<file path="config.mk">
export PLATFORM = sky130hd
export DESIGN_NAME = mem_bus_master
export DESIGN_NICKNAME = d
export VERILOG_FILES = /design/src/rtl/mem_bus_master.sv
export SDC_FILE = /design/constraint.sdc
export NUM_CORES = 1
export LEC_CHECK = 0
export CAP_MARGIN = 20
export CORE_AREA = 2 2 98 119
export DETAILED_ROUTE_END_ITERATION = 12
export DIE_AREA = 0 0 100 121
export DONT_BUFFER_PORTS = 1
export HOLD_SLACK_MARGIN = 0.1
export PLACE_DENSITY = 0.77
export SETUP_SLACK_MARGIN = 0.4
export SLEW_MARGIN = 20
export SYNTH_ARGS = -nofsm -noshare
export SYNTH_HDL_FRONTEND = slang
export SYNTH_SLANG_ARGS = --single-unit
</file>
<file path="constraint.sdc">
create_clock -name clk -period 3.3 [get_ports clk]
set_input_delay 0.33 -clock clk [delete_from_list [all_inputs] [get_ports clk]]
set_output_delay 0.33 -clock clk [all_outputs]
set_load 0.01 [all_outputs]
</file>
<file path="src/rtl/mem_bus_master.sv">
// Initiator for the word-addressed memory bus: one load/store at a time,
// sub-word stores via read-modify-write, ack timeout and misalignment errors.
module mem_bus_master #(
    parameter int ACK_TIMEOUT = 16
) (
    input  logic        clk,
    input  logic        rst,
    input  logic        req_valid_i,
    output logic        req_ready_o,
    input  logic        req_we_i,
    input  logic [1:0]  req_size_i,
    input  logic        req_unsigned_i,
    input  logic [31:0] req_addr_i,
    input  logic [31:0] req_wdata_i,
    output logic        resp_valid_o,
    output logic [31:0] resp_rdata_o,
    output logic        resp_err_o,
    output logic        mem_rd_en_o,
    output logic        mem_wr_en_o,
    output logic [31:0] mem_addr_o,
    output logic [31:0] mem_data_o,
    input  logic [31:0] mem_data_i,
    input  logic        mem_ack_i
);

    localparam int CNT_W = $clog2(ACK_TIMEOUT + 1);

    typedef enum logic [2:0] {
        S_IDLE,
        S_READ,
        S_RMW_READ,
        S_WRITE,
        S_RESP
    } state_t;

    state_t             r_state;
    logic [1:0]         r_size;
    logic               r_uns;
    logic [1:0]         r_lane;
    logic [31:0]        r_wdata;
    logic [CNT_W-1:0]   r_cnt;

    logic [CNT_W-1:0]   w_cnt_inc;
    logic               w_timeout;
    logic               w_bad_req;
    logic               w_accept;

    // Pick the addressed byte/half out of the bus word and extend it.
    function automatic logic [31:0] f_load_extend(input logic [31:0] word,
                                                  input logic [1:0]  size,
                                                  input logic [1:0]  lane,
                                                  input logic        uns);
        logic [7:0]  b;
        logic [15:0] h;
        b = word[{lane, 3'b000} +: 8];
        h = lane[1] ? word[31:16] : word[15:0];
        case (size)
            2'b00:   return uns ? {24'b0, b} : {{24{b[7]}}, b};
            2'b01:   return uns ? {16'b0, h} : {{16{h[15]}}, h};
            default: return word;
        endcase
    endfunction

    // Overlay right-aligned store data onto the addressed lane(s) of the old word.
    function automatic logic [31:0] f_store_merge(input logic [31:0] word,
                                                  input logic [31:0] wdata,
                                                  input logic [1:0]  size,
                                                  input logic [1:0]  lane);
        logic [31:0] m;
        m = word;
        case (size)
            2'b00: m[{lane, 3'b000} +: 8] = wdata[7:0];
            2'b01: begin
                if (lane[1]) m[31:16] = wdata[15:0];
                else         m[15:0]  = wdata[15:0];
            end
            default: m = wdata;
        endcase
        return m;
    endfunction

    assign w_cnt_inc = r_cnt + 1'b1;
    assign w_timeout = (w_cnt_inc == CNT_W'(ACK_TIMEOUT));
    assign w_accept  = req_valid_i && req_ready_o;
    assign w_bad_req = (req_size_i == 2'b11) ||
                       ((req_size_i == 2'b01) && req_addr_i[0]) ||
                       ((req_size_i == 2'b10) && (req_addr_i[1:0] != 2'b00));

    always_ff @(posedge clk) begin
        if (rst) begin
            r_state      <= S_IDLE;
            r_size       <= 2'b00;
            r_uns        <= 1'b0;
            r_lane       <= 2'b00;
            r_wdata      <= 32'b0;
            r_cnt        <= '0;
            req_ready_o  <= 1'b1;
            resp_valid_o <= 1'b0;
            resp_err_o   <= 1'b0;
            resp_rdata_o <= 32'b0;
            mem_rd_en_o  <= 1'b0;
            mem_wr_en_o  <= 1'b0;
            mem_addr_o   <= 32'b0;
            mem_data_o   <= 32'b0;
        end else begin
            case (r_state)
                S_IDLE: begin
                    if (w_accept) begin
                        r_size      <= req_size_i;
                        r_uns       <= req_unsigned_i;
                        r_lane      <= req_addr_i[1:0];
                        r_wdata     <= req_wdata_i;
                        r_cnt       <= '0;
                        req_ready_o <= 1'b0;
                        mem_addr_o  <= {req_addr_i[31:2], 2'b00};
                        if (w_bad_req) begin
                            r_state      <= S_RESP;
                            resp_valid_o <= 1'b1;
                            resp_err_o   <= 1'b1;
                            resp_rdata_o <= 32'b0;
                        end else if (!req_we_i) begin
                            r_state     <= S_READ;
                            mem_rd_en_o <= 1'b1;
                        end else if (req_size_i == 2'b10) begin
                            r_state     <= S_WRITE;
                            mem_wr_en_o <= 1'b1;
                            mem_data_o  <= req_wdata_i;
                        end else begin
                            r_state     <= S_RMW_READ;
                            mem_rd_en_o <= 1'b1;
                        end
                    end
                end

                S_READ: begin
                    if (mem_ack_i) begin
                        mem_rd_en_o  <= 1'b0;
                        r_state      <= S_RESP;
                        resp_valid_o <= 1'b1;
                        resp_err_o   <= 1'b0;
                        resp_rdata_o <= f_load_extend(mem_data_i, r_size, r_lane, r_uns);
                    end else if (w_timeout) begin
                        mem_rd_en_o  <= 1'b0;
                        r_state      <= S_RESP;
                        resp_valid_o <= 1'b1;
                        resp_err_o   <= 1'b1;
                        resp_rdata_o <= 32'b0;
                        r_cnt        <= w_cnt_inc;
                    end else begin
                        r_cnt <= w_cnt_inc;
                    end
                end

                // Read half of the RMW: the write enable replaces the read enable on the same edge.
                S_RMW_READ: begin
                    if (mem_ack_i) begin
                        mem_rd_en_o <= 1'b0;
                        mem_wr_en_o <= 1'b1;
                        mem_data_o  <= f_store_merge(mem_data_i, r_wdata, r_size, r_lane);
                        r_cnt       <= '0;
                        r_state     <= S_WRITE;
                    end else if (w_timeout) begin
                        mem_rd_en_o  <= 1'b0;
                        r_state      <= S_RESP;
                        resp_valid_o <= 1'b1;
                        resp_err_o   <= 1'b1;
                        resp_rdata_o <= 32'b0;
                        r_cnt        <= w_cnt_inc;
                    end else begin
                        r_cnt <= w_cnt_inc;
                    end
                end

                S_WRITE: begin
                    if (mem_ack_i || w_timeout) begin
                        mem_wr_en_o  <= 1'b0;
                        r_state      <= S_RESP;
                        resp_valid_o <= 1'b1;
                        resp_err_o   <= !mem_ack_i;
                        resp_rdata_o <= 32'b0;
                    end
                    if (!mem_ack_i) begin
                        r_cnt <= w_cnt_inc;
                    end
                end

                S_RESP: begin
                    resp_valid_o <= 1'b0;
                    resp_err_o   <= 1'b0;
                    resp_rdata_o <= 32'b0;
                    req_ready_o  <= 1'b1;
                    r_state      <= S_IDLE;
                end

                default: begin
                    r_state      <= S_IDLE;
                    req_ready_o  <= 1'b1;
                    resp_valid_o <= 1'b0;
                    resp_err_o   <= 1'b0;
                    mem_rd_en_o  <= 1'b0;
                    mem_wr_en_o  <= 1'b0;
                end
            endcase
        end
    end

endmodule

</file>
==> reports/qor.yml, run 1 <==
outcome: "finished, final reports clean"
cts_buffers: 17
period_share: 0.822
dr.pass1.iters: 8
cts_hold_buf: 69
path_max_fanout: 9
drt_iter0_markers: 590
drt-total-wl_mm: 22.5
yosys.area_share.simple: 0.176
cts.clk_slew.worst_paths_ps: 60
worstSetupPathType: "flop to flop"
rows: 42
via_per_inst: 6.66
grt_pass1_wl_mm: 34.8
wl_per_cell_um: 22.6
worstSetupStartpointType: "flop"
fmax_ghz: 0.368
layout_common_cells: "185 x nand2_1, 144 x dfxtp_1, 96 x a21oi_1"
ys_ff_latch: 144
synthesis.area_um2: 6720
cts_tree: "done"
required_ps: 3620
worstPathCellList: "inv_1, ha_1, nor3b_1, nand3_1, o21ai_0, a221oi_1, o31ai_1"
synth-edff-count: 0
chipHeight_um: 121
layout_min_cycle_time_ps: 2710
antenna_found_initial: 0
synth_top_area_share: 0.429
seq_area_frac_synth: 0.429
layout_commonest_cell: "nand2_1"
synthCells: 815
async_flop_share: 0
hold_path.class: "primary input to flop"
max-vdd-ir-drop_mv: 0.443
yosys-mux-area-fraction: 0.0223
place_hpwl_mm: 14.9
p_leak_nw: 3.01
drv_slew: 0
synth_top_family_by_area: "compound AO/OA/AOI/OAI gates"
grt_pass1_vias: 6578
dieArea_um2: 12100
synth_xor_area_frac: 0
diodes: 0
register_area_um2: 2880
crit_arrival_ps: 3030
drtAntennaViolNets: 0
maxCapViolations: 0
rsz0062_at_grt: "no"
avgSynthCellArea_um2: 8.25
synth_area_leaders: "dfxtp_1 43%, nand2_1 10%, a21oi_1 7.2%"
gr-usage-all-layers: 0.371
vias: 6618
synth_compound_area_frac: 0.307
post_cts_resized: 0
worst_skew_pair.late_latency_ps: 410
dominantRegCellSynth: "dfxtp_1"
postLayoutCellArea_um2: 8040
io_pins: 205
core_area_um2: 10900
gp_congestion: 0.957
cts_sinks: 144
cpPeakStageDelay_ps: 680
finalClockSkew_ps: 4.76
grt_overflow: 0
hold_violations: 0
numPortBuffers: 0
crit_buf_inv: 1
root_buffer: "clkbuf_16"
die_w_um: 100
yosysTopAreaCell: "dfxtp_1"
dpl_cell_area_um2: 6680
max_slew_margin: 0.278
ys_types: 67
setup_tns_ps: 0
reg2reg_slack_ps: 590
start_util: 0.615
ys_warn_count: 0
grt_max_degree: 79
cp-end-kind: "flop"
crit_family: "simple AND/OR/NAND/NOR gates"
syn_to_final_growth_pct: 19.7
setup_viol: 0
cts_setup_buffers: 0
synthAdderAreaFrac: 0.0112
cts_max_level: 4
powerDensity_nw_per_um2: 599
drive_gt1_frac: 0.0835
nFillCells: 828
worst_pin_slew_ps: 1080
multiInputGateArea_um2: 3490
final_nets: 960
cts_buffer_depth: 2
worst_path_max_delay_cell: "nor3b_1"
drcViolationCount: 0
## Yosys cell counts (all sizes together), types with 14 or more instances
cell,number
clkbuf,40
a21bo,14
buf,25
inv,16
a221oi,25
o21ai,30
o31ai,32
nand2,186
a221o,26
a21oi,97
dfxtp,144
nor2,51
## sequential cells by signal, summed over array words and instances, names as in the netlist
register / cells
resp_rdata_o: 32
req_ready_o: 1
r_state: 3
r_lane: 2
resp_valid_o: 1
mem_wr_en_o: 1
r_wdata: 32
mem_rd_en_o: 1
r_size: 2
r_uns: 1
mem_addr_o: 30
resp_err_o: 1
mem_data_o: 32
r_cnt: 5
## where the power goes
group          internal (mW)  switching (mW)  total [mW]  leakage (nW)
clock                   1.35           0.754        2.10         0.301
sequential              1.85           0.158        2.01          1.17
combinational          0.272           0.442       0.714          1.53
total                   3.47            1.35        4.82          3.01
## cells by family after synthesis
kind of cell | Yosys count
compound gates | 290
fa+ha+maj | 6
buf+inv | 81
flops | 144
mux | 11
other cells | 1
simple gates | 282
## final timing paths
check                       start             end  cells past startpoint
hold / removal    req_wdata_i[12]  mem_data_o[12]                      2
setup reg to reg        r_lane[0]  mem_data_o[28]                      7
setup / recovery        r_lane[0]  mem_data_o[28]                      7
hold reg to reg       r_wdata[30]     r_wdata[30]                      2
## cell type report
type | count | area share
multi-input cells | 591 | 0.434
well taps | 132 | 0.0205
clock inverters | 12 | 0.0258
repair buffers | 80 | 0.100
inverters | 16 | 0.00747
clock buffers | 19 | 0.0538
flip-flops and latches | 144 | 0.358
## metrics by stage
stage / utilization / cells / hold WS, ps / total power, mW / worst slack [ps]
after floorplan: - / 816 / 436 / 2.50 / 912
after global routing: 0.736 / 994 / 102 / 5.01 / 427
after CTS: 0.735 / 993 / 101 / 4.81 / 671
final: 0.736 / 994 / 112 / 4.82 / 586
after global placement: 0.611 / 893 / 404 / 2.62 / 736
after detailed placement: 0.611 / 893 / 407 / 2.64 / 687
## layer usage
layer	GRT usage	routed length [um]
met4	0.235	1480
met3	0.123	2340
met2	0.624	11000
met5	0	0
met1	0.397	7700
Note: power is estimated with default switching activity, not from simulation.
==> inputs of run 2 (changes only) <==
==> constraint.sdc (replaced) <==
create_clock -name clk -period 2.7 [get_ports clk]
set_input_delay 0.27 -clock clk [delete_from_list [all_inputs] [get_ports clk]]
set_output_delay 0.27 -clock clk [all_outputs]
set_load 0.01 [all_outputs]
==> run 2 against run 1 <==
Against the previous run:
- global-route usage rose by 3.4 points
- sequential share of layout area fell by 1.2 points
- via count rose by 5.8%
- count of clock-buffer cells in the layout rose by 1
- first-iteration DRC count rose by 12%
- power rose by 23%
- setup slack got worse by 96 ps
- clock power rose by 20%
- critical endpoint is now mem_data_o[9]
- largest cell class unchanged
- largest power group unchanged
==> reports/qor.yml, run 2 (synthesis gave the netlist of run 1 again) <==
hold_path_depth: 2  # unchanged
worst_pin_slew_ps: 819  # was 1080 ps
root_buffer: "clkbuf_16"  # unchanged
wl_per_cell_um: 23.8  # was 22.6 um
reg2reg_slack_ps: 490  # was 590 ps
crit_path_start: "r_lane[1]"  # was r_lane[0]
die_w_um: 100  # unchanged
antenna_found_initial: 1  # was 0
fmax_ghz: 0.452  # was 0.368 GHz
final_nets: 988  # was 960
cts_sinks: 144  # unchanged
p_leak_nw: 3.14  # was 3.01 nW
grt_pass1_wl_mm: 37.8  # was 34.8 mm
cts_buffer_depth: 2  # unchanged
gp_congestion: 0.937  # was 0.957
drt-total-wl_mm: 24.4  # was 22.5 mm
rsz0062_at_grt: "yes"  # was no
crit_arrival_ps: 2530  # was 3030 ps
syn_to_final_growth_pct: 23.9  # was 19.7%
core_area_um2: 10900  # unchanged
gr-usage-all-layers: 0.405  # was 0.371
hold_violations: 0  # unchanged
outcome: "finished, final reports clean"  # unchanged
place_ws_ps: 546  # was 687 ps
grt_overflow: 0  # unchanged
period_share: 0.819  # was 0.822
power_mw: 5.94  # was 4.82 mW
hold_path.class: "primary input to flop"  # unchanged
layout_common_cells: "185 x nand2_1, 143 x dfxtp_1, 94 x a21oi_1"  # was 185 x nand2_1, 144 x dfxtp_1, 96 x a21oi_1
grt_pass1_vias: 7050  # was 6578
chipHeight_um: 121  # unchanged
nFillCells: 796  # was 828
via_per_inst: 6.85  # was 6.66
drcViolationCount: 0  # unchanged
setup_tns_ps: 0  # unchanged
rows: 42  # unchanged
powerDensity_nw_per_um2: 713  # was 599 nW/um2
place_hpwl_mm: 15.5  # was 14.9 mm
cts_max_level: 4  # unchanged
final_util: 0.762  # was 0.736
setup_viol: 0  # unchanged
maxCapViolations: 0  # unchanged
drv_slew: 0  # unchanged
drive_gt1_frac: 0.0999  # was 0.0835
required_ps: 3020  # was 3620 ps
r2r_start: "r_lane[1]"  # was r_lane[0]
worstSetupPathType: "flop to flop"  # unchanged
worstHoldStart: "mem_data_i[4]"  # was req_wdata_i[12]
layout_commonest_cell: "nand2_1"  # unchanged
ff2ff_path_depth: 6  # was 7
path_max_fanout: 8  # was 9
cts.clk_slew.worst_paths_ps: 60  # about the same
max-vdd-ir-drop_mv: 0.426  # was 0.443 mV
max_slew_margin: 0.450  # was 0.278
diodes: 0  # unchanged
finalClockSkew_ps: 7.18  # was 4.76 ps
start_util: 0.615  # unchanged
numPortBuffers: 0  # unchanged
layout_setup_ws_ps: 489  # was 586 ps
dr.pass1.iters: 6  # was 8
layout_min_cycle_time_ps: 2210  # was 2710 ps
drt_iter0_markers: 660  # was 590
drtAntennaViolNets: 0  # unchanged
largestRegisters: "mem_data_o: 32 flops, r_wdata: 32 flops, resp_rdata_o: 32 flops"  # unchanged
min_to: "resp_rdata_o[4]"  # was mem_data_o[12]
r2r-end: "mem_data_o[9]"  # was mem_data_o[28]
holdWs_ps: 111  # was 112 ps
io_pins: 205  # unchanged
worstSetupStartpointType: "flop"  # unchanged
grt_max_degree: 80  # was 79
worst_skew_pair.late_latency_ps: 420  # was 410 ps
dieArea_um2: 12100  # unchanged
cts_tree: "done"  # unchanged
cp-end-kind: "flop"  # unchanged
cts_buffers: 17  # unchanged
vias: 7004  # was 6618
run 2: timing repair:
item | 4_1_cts | 5_1_grt
setup buffers | 0 | 0
hold buffers | 86 | 0
hold endpoints to repair | 129 | 0
endpoints found under the setup margin | 0 | 16
resized for setup | 0 | 7
run 2: area by class of cell:
type	count	area, um2	area share
multi-input cells	591	3530	0.424
flip-flops and latches	144	2880	0.346
repair buffers	108	1060	0.127
clock buffers	20	447	0.0536
clock inverters	12	181	0.0218
well taps	132	165	0.0198
inverters	16	60.1	0.00721
run 2: report_power, final:
part           internal (mW)  switching (mW)
clock                   1.58           0.940
combinational          0.379           0.592
sequential              2.26           0.187
run 2: worst max-delay path by stage:
stage / to / slack [ps] / depth (start not counted)
floorplan: mem_data_o[27] / 420 / 8
global placement: resp_rdata_o[17] / 560 / 6
detailed placement: mem_data_o[7] / 550 / 7
CTS: resp_rdata_o[17] / 500 / 6
global route: mem_data_o[0] / 380 / 7
finish: mem_data_o[9] / 490 / 6
run 2: layer usage:
layer,share of wire,up-vias,track usage
met3,0.11,139,0.146
met2,0.48,472,0.655
met4,0.077,0,0.308
li1,-,3084,-
met1,0.34,3309,0.426
met5,0,-,0
run 2: per-stage QoR:
stage / std cells / instance area (um2)
final: 1023 / 8330
after global routing: 1023 / 8330
after CTS: 1023 / 8290
after detailed placement: 905 / 6780
after global placement: 905 / 6780
after floorplan: 816 / 6730
run 2: critical path, stage by stage, from the launching register on:
cell	delay, ps
dfxtp_1	480
inv_1	180
ha_1	290
or3_1	410
nor2_2	320
a21oi_1	140
o31ai_1	280
